$ cat src/rtl/mem_arbiter_pkg.sv
// mem_arbiter_pkg: shared state and grant encodings for the memory-port arbiter
package mem_arbiter_pkg;
  typedef enum logic [1:0] {IDLE, SERVE_D, SERVE_I, RELEASE} state_t;
  typedef enum logic [1:0] {GNT_NONE, GNT_I, GNT_D} grant_t;
endpackage

$ cat src/rtl/mem_arbiter.sv
// mem_arbiter: shares one main-memory port between I-cache and D-cache, D first with I starvation guard
module mem_arbiter
  import mem_arbiter_pkg::*;
#(
  parameter int BLOCK_WIDTH  = 128,
  parameter int ADDR_WIDTH   = 28,
  parameter int STARVE_LIMIT = 4
) (
  input  logic                   CLK,
  input  logic                   RESET,
  input  logic                   IMEM_READ,
  input  logic [ADDR_WIDTH-1:0]  IMEM_ADDRESS,
  output logic [BLOCK_WIDTH-1:0] IMEM_READDATA,
  output logic                   IMEM_BUSYWAIT,
  input  logic                   DMEM_READ,
  input  logic                   DMEM_WRITE,
  input  logic [ADDR_WIDTH-1:0]  DMEM_ADDRESS,
  input  logic [BLOCK_WIDTH-1:0] DMEM_WRITEDATA,
  output logic [BLOCK_WIDTH-1:0] DMEM_READDATA,
  output logic                   DMEM_BUSYWAIT,
  output logic                   MEM_READ,
  output logic                   MEM_WRITE,
  output logic [ADDR_WIDTH-1:0]  MEM_ADDRESS,
  output logic [BLOCK_WIDTH-1:0] MEM_WRITEDATA,
  input  logic [BLOCK_WIDTH-1:0] MEM_READDATA,
  input  logic                   MEM_BUSYWAIT,
  output logic                   STALL_OUT
);
  localparam int CW = $clog2(STARVE_LIMIT + 1);
  localparam logic [CW-1:0] LIM = CW'(STARVE_LIMIT);
  state_t state;
  grant_t grant;
  logic [CW-1:0] cnt;
  logic first;
  logic d_req;
  assign d_req = DMEM_READ | DMEM_WRITE;
  assign IMEM_BUSYWAIT = IMEM_READ & ~(state == RELEASE && grant == GNT_I);
  assign DMEM_BUSYWAIT = d_req & ~(state == RELEASE && grant == GNT_D);
  assign STALL_OUT = IMEM_BUSYWAIT | DMEM_BUSYWAIT;
  always_ff @(posedge CLK) begin
    if (RESET) begin
      state         <= IDLE;
      grant         <= GNT_NONE;
      cnt           <= '0;
      first         <= 1'b0;
      MEM_READ      <= 1'b0;
      MEM_WRITE     <= 1'b0;
      MEM_ADDRESS   <= '0;
      MEM_WRITEDATA <= '0;
      IMEM_READDATA <= '0;
      DMEM_READDATA <= '0;
    end else begin
      if (!IMEM_READ) cnt <= '0;
      case (state)
        IDLE: begin
          // D wins unless I has already waited through LIM consecutive D grants
          if (d_req && (!IMEM_READ || cnt < LIM)) begin
            state         <= SERVE_D;
            grant         <= GNT_D;
            first         <= 1'b1;
            MEM_READ      <= DMEM_READ;
            MEM_WRITE     <= DMEM_WRITE;
            MEM_ADDRESS   <= DMEM_ADDRESS;
            MEM_WRITEDATA <= DMEM_WRITEDATA;
            cnt           <= IMEM_READ ? cnt + 1'b1 : '0;
          end else if (IMEM_READ) begin
            state       <= SERVE_I;
            grant       <= GNT_I;
            first       <= 1'b1;
            MEM_READ    <= 1'b1;
            MEM_ADDRESS <= IMEM_ADDRESS;
            cnt         <= '0;
          end
        end
        SERVE_D, SERVE_I: begin
          // memory may not have raised busywait yet on the strobe's first cycle
          if (first) first <= 1'b0;
          else if (!MEM_BUSYWAIT) begin
            if (MEM_READ && grant == GNT_I) IMEM_READDATA <= MEM_READDATA;
            if (MEM_READ && grant == GNT_D) DMEM_READDATA <= MEM_READDATA;
            MEM_READ  <= 1'b0;
            MEM_WRITE <= 1'b0;
            state     <= RELEASE;
          end
        end
        RELEASE: begin
          state <= IDLE;
          grant <= GNT_NONE;
        end
      endcase
    end
  end
endmodule
$ cat config.mk
export PLATFORM = sky130hd
export DESIGN_NAME = mem_arbiter
export DESIGN_NICKNAME = d
export VERILOG_FILES = /design/src/rtl/mem_arbiter_pkg.sv /design/src/rtl/mem_arbiter.sv
export SDC_FILE = /design/constraint.sdc
export NUM_CORES = 1
export LEC_CHECK = 0
export CELL_PAD_IN_SITES_DETAIL_PLACEMENT = 1
export CELL_PAD_IN_SITES_GLOBAL_PLACEMENT = 1
export CORE_AREA = 3 3 283 285
export CTS_CLUSTER_DIAMETER = 50
export DETAILED_ROUTE_END_ITERATION = 8
export DIE_AREA = 0 0 286 288
export GPL_TIMING_DRIVEN = 0
export PLACE_DENSITY_LB_ADDON = 0.1
export SLEW_MARGIN = 20
export SYNTH_ARGS = -nofsm -noshare
export SYNTH_HDL_FRONTEND = slang
export SYNTH_SLANG_ARGS = --single-unit
export TNS_END_PERCENT = 50
$ cat constraint.sdc
create_clock -name CLK -period 1.8 [get_ports CLK]
set_clock_uncertainty 0.1 [all_clocks]
set_input_delay 0.27 -clock CLK [delete_from_list [all_inputs] [get_ports CLK]]
set_output_delay 0.27 -clock CLK [all_outputs]
set_load 0.02 [all_outputs]
Word-level counts from Yosys, hierarchy flattened. Index checks and enable logic that the tools add are counted.

Bits in read-only memories: 0. RAM bits: 0. Register bits after elaboration: 422. Latch bits: 0. Memories kept: 0. Logic and storage cells: 74.

$add $sub $neg: 1. Multiplexer cells: 24. Multipliers: 0. Reduce and logical (&&, ||, !) cells: 21. Divide/modulo/power cells: 0. Equality and inequality tests: 9. Bitwise operators: 8. $lt $le $gt $ge: 1. Shift-type cells: 0.

Operators by type and width (count): $mux 28 (2); $reduce_and 4->1 (4); $mux 3 (5); $mux 2 (6); $reduce_and 2->1 (4); $eq 2x2->1 const B (3); $mux 1 (6); $ne 2x2->1 const B (3); $pmux 1 s2 (3); $pmux 2 s3 (1); $reduce_bool 2->1 (3); $logic_and 1x1->1 (5); $eq 2x1->1 const B (2); $not 1->1 (4); $pmux 2 s2 (1); $add 3x1->3 const B (1); $lt 3x3->1 const B (1); $ne 3x3->1 const B (1); $reduce_and 3->1 (1); $and 1x1->1 (2); $logic_not 2->1 (1); $or 1x1->1 (2); $reduce_or 2->1 (1); $logic_not 1->1 (1); $logic_or 1x1->1 (1).

Logic depth before layout (Yosys ltp).
Word-level depth: 5. Depth in mapped cells: 8.

Worst setup path after synthesis. Ideal clock, no wire load.

Path kind: register to register. From: reg state[0]. To: reg DMEM_READDATA[100]. Setup slack: 66 ps. Data required time: 1628 ps. Stages on the path, launching flop included: 9. Arrival: 1563 ps. Setup time: 72 ps. Path through: dfxtp_1 inv_1 ha_1 buf_2 and4_1 buf_2 buf_6 buf_6 mux2i_1.

Word-level cells in the longest chain between the ends: 3. Elaborated cells on any way between the ends: 4.

Ends and longest elaborated chain: start: declaration (RTL line mem_arbiter.sv:31) `state_t state;`; start signal: assignment (RTL line mem_arbiter.sv:42) `state <= IDLE;`; start signal: assignment (RTL line mem_arbiter.sv:58) `state <= SERVE_D;`; start signal: assignment (RTL line mem_arbiter.sv:67) `state <= SERVE_I;`; $eq 2x1->1 / $eq 2x2->1 (equally long branches) (RTL line mem_arbiter.sv:54) `case (state)`; $reduce_or 2->1 (*) (RTL line mem_arbiter.sv:54); $reduce_and 4->1 (no line) (*); end signal: assignment (RTL line mem_arbiter.sv:51) `DMEM_READDATA <= '0;`; end signal: assignment (RTL line mem_arbiter.sv:80) `if (MEM_READ && grant == GNT_D) DMEM_READDATA <= MEM_READDATA;`; end: declaration (RTL line mem_arbiter.sv:19) `output logic [BLOCK_WIDTH-1:0] DMEM_READDATA,`.

Every way passes the cells marked *; elsewhere a longest branch is shown, timed or not. A chain may end at the register's enable or synchronous reset.

Worst setup path after layout.
From: reg grant[1]. To: out STALL_OUT.

Word-level cells in the longest chain between the ends: 5. Elaborated cells on any way between the ends: 9.

Ends and longest elaborated chain: start: declaration (RTL line mem_arbiter.sv:32) `grant_t grant;`; start signal: assignment (RTL line mem_arbiter.sv:43) `grant <= GNT_NONE;`; start signal: assignment (RTL line mem_arbiter.sv:59) `grant <= GNT_D;`; start signal: assignment (RTL line mem_arbiter.sv:68) `grant <= GNT_I;`; $eq 2x1->1 / $eq 2x2->1 (equally long branches) (RTL line mem_arbiter.sv:37, mem_arbiter.sv:38); $logic_and 1x1->1 (on tied branches) (RTL line mem_arbiter.sv:37, mem_arbiter.sv:38); $not 1->1 (on tied branches) (RTL line mem_arbiter.sv:37, mem_arbiter.sv:38); $and 1x1->1 (on tied branches) (RTL line mem_arbiter.sv:37, mem_arbiter.sv:38); $or 1x1->1 (*) (RTL line mem_arbiter.sv:39) `assign STALL_OUT = IMEM_BUSYWAIT | DMEM_BUSYWAIT;`; end: declaration (RTL line mem_arbiter.sv:27) `output logic STALL_OUT`.

Marks and branches as above.

==> results by group <==
Power and ir drop
  – Power Density: roughly 1200 nW/um^2
  – Sequential share of power: between 30% and 40%
  – Psw: ~11 mW
  – Comb pwr share: roughly 28%
  – Sw Ratio: 32.3%
  – P_int: between 20 and 25 mW
  – Peak VDD IR: 0.000628 V
  – Clock power frac: a little over 40%
  – Total power: around 35 mW
  – P_leak: around 14 nW

Drt
  – DRT Wirelength: approximately 87000 um
  – WL per Instance: about 23 um
  – Drt pass-1 iters: 4
  – Via count: 16500
  – Vias per cell: approximately 4.4
  – ANT nets after route: 0
  – Drt initial violations: 430
  – DRC: 0

Critical path
  – Top delay family on crit path: simple AND/OR/NAND/NOR gates
  – CP Buf/Inv Count: 1
  – CP peak stage delay: ~360 ps
  – Crit path arrival time: approximately 1600 ps
  – Crit path cell chain: nor2b_4 -> a21oi_2 -> or2_4 -> buf_6
  – CP required: about 1400 ps
  – Startpoint Class: flop
  – Crit Path Class: reg -> out
  – Endpoint class of the critical path: output pin
  – CP Max Fanout: 3
  – R2R setup slack: -80 ps
  – Critical-path top delay cell: dfxtp_4

Run status
  – Outcome: finished, violations left
  – Failing checks: setup timing

Timing
  – Max Fclk: roughly 510 MHz
  – Max-slew violations: 0
  – Slew margin rel.: a little under two fifths
  – Slew @ Worst Pin: roughly 930 ps
  – RSZ-0062 raised after global routing: true
  – Crit share post-route: 108%
  – Final min period: between 1500 and 2000 ps
  – PnR worst setup slack: -150 ps
  – Final Hold Viols: 0
  – # setup viols final: 51

Cells and area
  – Layout area overhead: 70.7%
  – Fraction of layout cells with a size suffix above 1: 12.6%
  – Cell Count, Final, Fillers Out: between 3000 and 4000
  – Post-layout nets: 2959
  – Post-route cell area: 29500 sq um
  – Finished Core Util: between 30% and 40%

Synthesis
  – Post-synth top area share: around 49%
  – Warnings, synthesis: 0
  – Seq/Total Area, Yosys: between 40% and 50%
  – Post-Syn Area: about 17000 sq um
  – Mapped Cells: around 1800
  – Most numerous cell in the Yosys netlist: dfxtp_1
  – Area leader, netlist: dfxtp_1
  – FFs w/ async S/R, synth: 0%
  – Mapped Nets: between 2000 and 2500
  – EDFF count, synth: 0
  – Post-synthesis register bit count: between 400 and 500
  – Area contributors post-synth: dfxtp_1, mux2i_1, nand2b_1
  – Post-synth top cells: dfxtp_1, nand2b_1, mux2i_1
  – Dominant synthesized flop cell: dfxtp_1
  – Mapped Avg Cell Area: between 9 and 10 sq um
  – Unique masters post-synth: 36

Floorplan
  – Total die area: 82400 sq um
  – Die Width: between 200 and 300 um
  – Core Area: between 70000 and 80000 sq um
  – Core Rows: just over 100
  – Die height: around 290 um
  – I/O pins: around 740
  – Initial Utilization: roughly 22%

Clock network
  – TritonCTS clock tree: built
  – H-tree levels: 3
  – Clock Latency Late Sink: 580 ps
  – Clock tree buffer depth: 3
  – Clk slew on worst S/H paths: 50 ps
  – CTS Sinks: ~420
  – Root Driver: clkbuf_16
  – Num CTS Buffers: 70

Placed design
  – Post-DP HPWL: around 66000 um
  – Port Buffers: 730
  – Dpl ws: -696 ps
  – Placed cell area: ~26000 sq um
  – RD Place Congestion: 0.834
  – Placed insts: approximately 3600

Min path
  – Worst Hold Class: in -> reg

GRT
  – GRT overflow: 0
  – First-pass GRT wire length: about 130000 um
  – Initial antenna violation count: 22
  – Largest net degree at the start of global routing: 20
  – Total GRT Usage: 20.5%
  – Vias in the first global route: between 15000 and 20000

Flow run
  – Max cap viols: 0
tightest hold or removal path: stages:
cell and delay [ps]:
buf_6 130, nor4b_4 60, a21oi_2 100, o32ai_1 80
worst paths after layout:
kind / from / endpoint / depth (start not counted)
max: grant[1]$_SDFFE_PP0P_ / STALL_OUT / 4
min: DMEM_WRITE / MEM_READ$_SDFFE_PP0P_ / 4
max reg2reg: state[0]$_SDFFE_PP0P_ / DMEM_READDATA[76]$_SDFFE_PP0P_ / 9
min reg2reg: cnt[1]$_SDFF_PP0_ / cnt[1]$_SDFF_PP0_ / 2
area by class of cell:
type                    instances  area, sq um
fillers                      8811        48100
flip-flops and latches        422         8460
multi-input cells            1195         8140
repair buffers                785         7870
clock buffers                  95         2050
well taps                    1040         1300
plain buffers                 158         1180
clock inverters                31          419
diodes                         12         30.0
inverters                       5         23.8
layout by cell type, fill, tap and decap left out, types with 14 or more instances in the layout:
| master | synthesis | routed |
|---|---|---|
| a21oi_1 | 137 | 135 |
| a311oi_2 | 20 | 22 |
| buf_12 | 0 | 31 |
| buf_2 | 51 | 37 |
| buf_4 | 16 | 30 |
| buf_6 | 9 | 19 |
| clkbuf_1 | 86 | 68 |
| clkbuf_16 | 0 | 77 |
| clkbuf_8 | 0 | 14 |
| clkdlybuf4s50_1 | 0 | 313 |
| dfxtp_1 | 422 | 418 |
| dlygate4sd2_1 | 0 | 327 |
| dlymetal6s2s_1 | 0 | 61 |
| mux2i_1 | 258 | 254 |
| nand2_1 | 59 | 59 |
| nand2b_1 | 388 | 387 |
| nand3_1 | 133 | 131 |
| nor2_1 | 32 | 29 |
| o21ai_0 | 132 | 131 |
routing by layer:
metal / track usage (%) / up-vias / wire length [um]
met3: 7.51 / 122 / 6860
met4: 5.64 / 18 / 1860
met1: 22.0 / 8073 / 33500
met2: 37.5 / 488 / 45200
met5: 0 / - / 130
li1: - / 7847 / -
metrics by stage:
| step | hold slack (ps) | setup TNS (ps) |
|---|---|---|
| floorplan | 318 | 0 |
| global placement | 350 | -178270 |
| detailed placement | 364 | -189880 |
| CTS | 0.953 | -22200 |
| global route | 29.3 | -11730 |
| finish | 30.4 | -1760 |
sequential cells by signal (all words and copies together) (netlist names):
register and count:
MEM_ADDRESS 28, MEM_READ 1, cnt 3, first 1, DMEM_READDATA 128, MEM_WRITE 1
state 2, IMEM_READDATA 128, MEM_WRITEDATA 128, grant 2
logic make-up (layout without fill, tap and decap cells):
family | count (synthesis) | after routing | synth area share [%]
fa+ha+maj | 4 | 4 | 0.290
flops | 422 | 422 | 48.9
buf+inv | 168 | 1074 | 4.76
simple gates | 625 | 625 | 20.5
mux | 258 | 258 | 15.0
other cells | 0 | 12 | 0
compound gates | 308 | 308 | 10.6
repair_timing:
action	4_1_cts	5_1_grt
setup buffers	32	12
endpoints found under the hold margin	4	0
setup endpoints to repair	812	434
pin swaps	3	23
hold buffers	1	0
cloned	16	4
gates resized for setup	533	183
power groups by stage:
stage	registers, mW	logic [mW]	clock network, mW
floorplan	12.3	3.59	0
global placement	11.2	9.32	0
detailed placement	11.2	9.42	0
CTS	11.0	9.62	14.5
global route	11.2	10.8	15.0
finish	11.0	9.99	14.2
No activity file was read; power rests on OpenSTA's default activity.
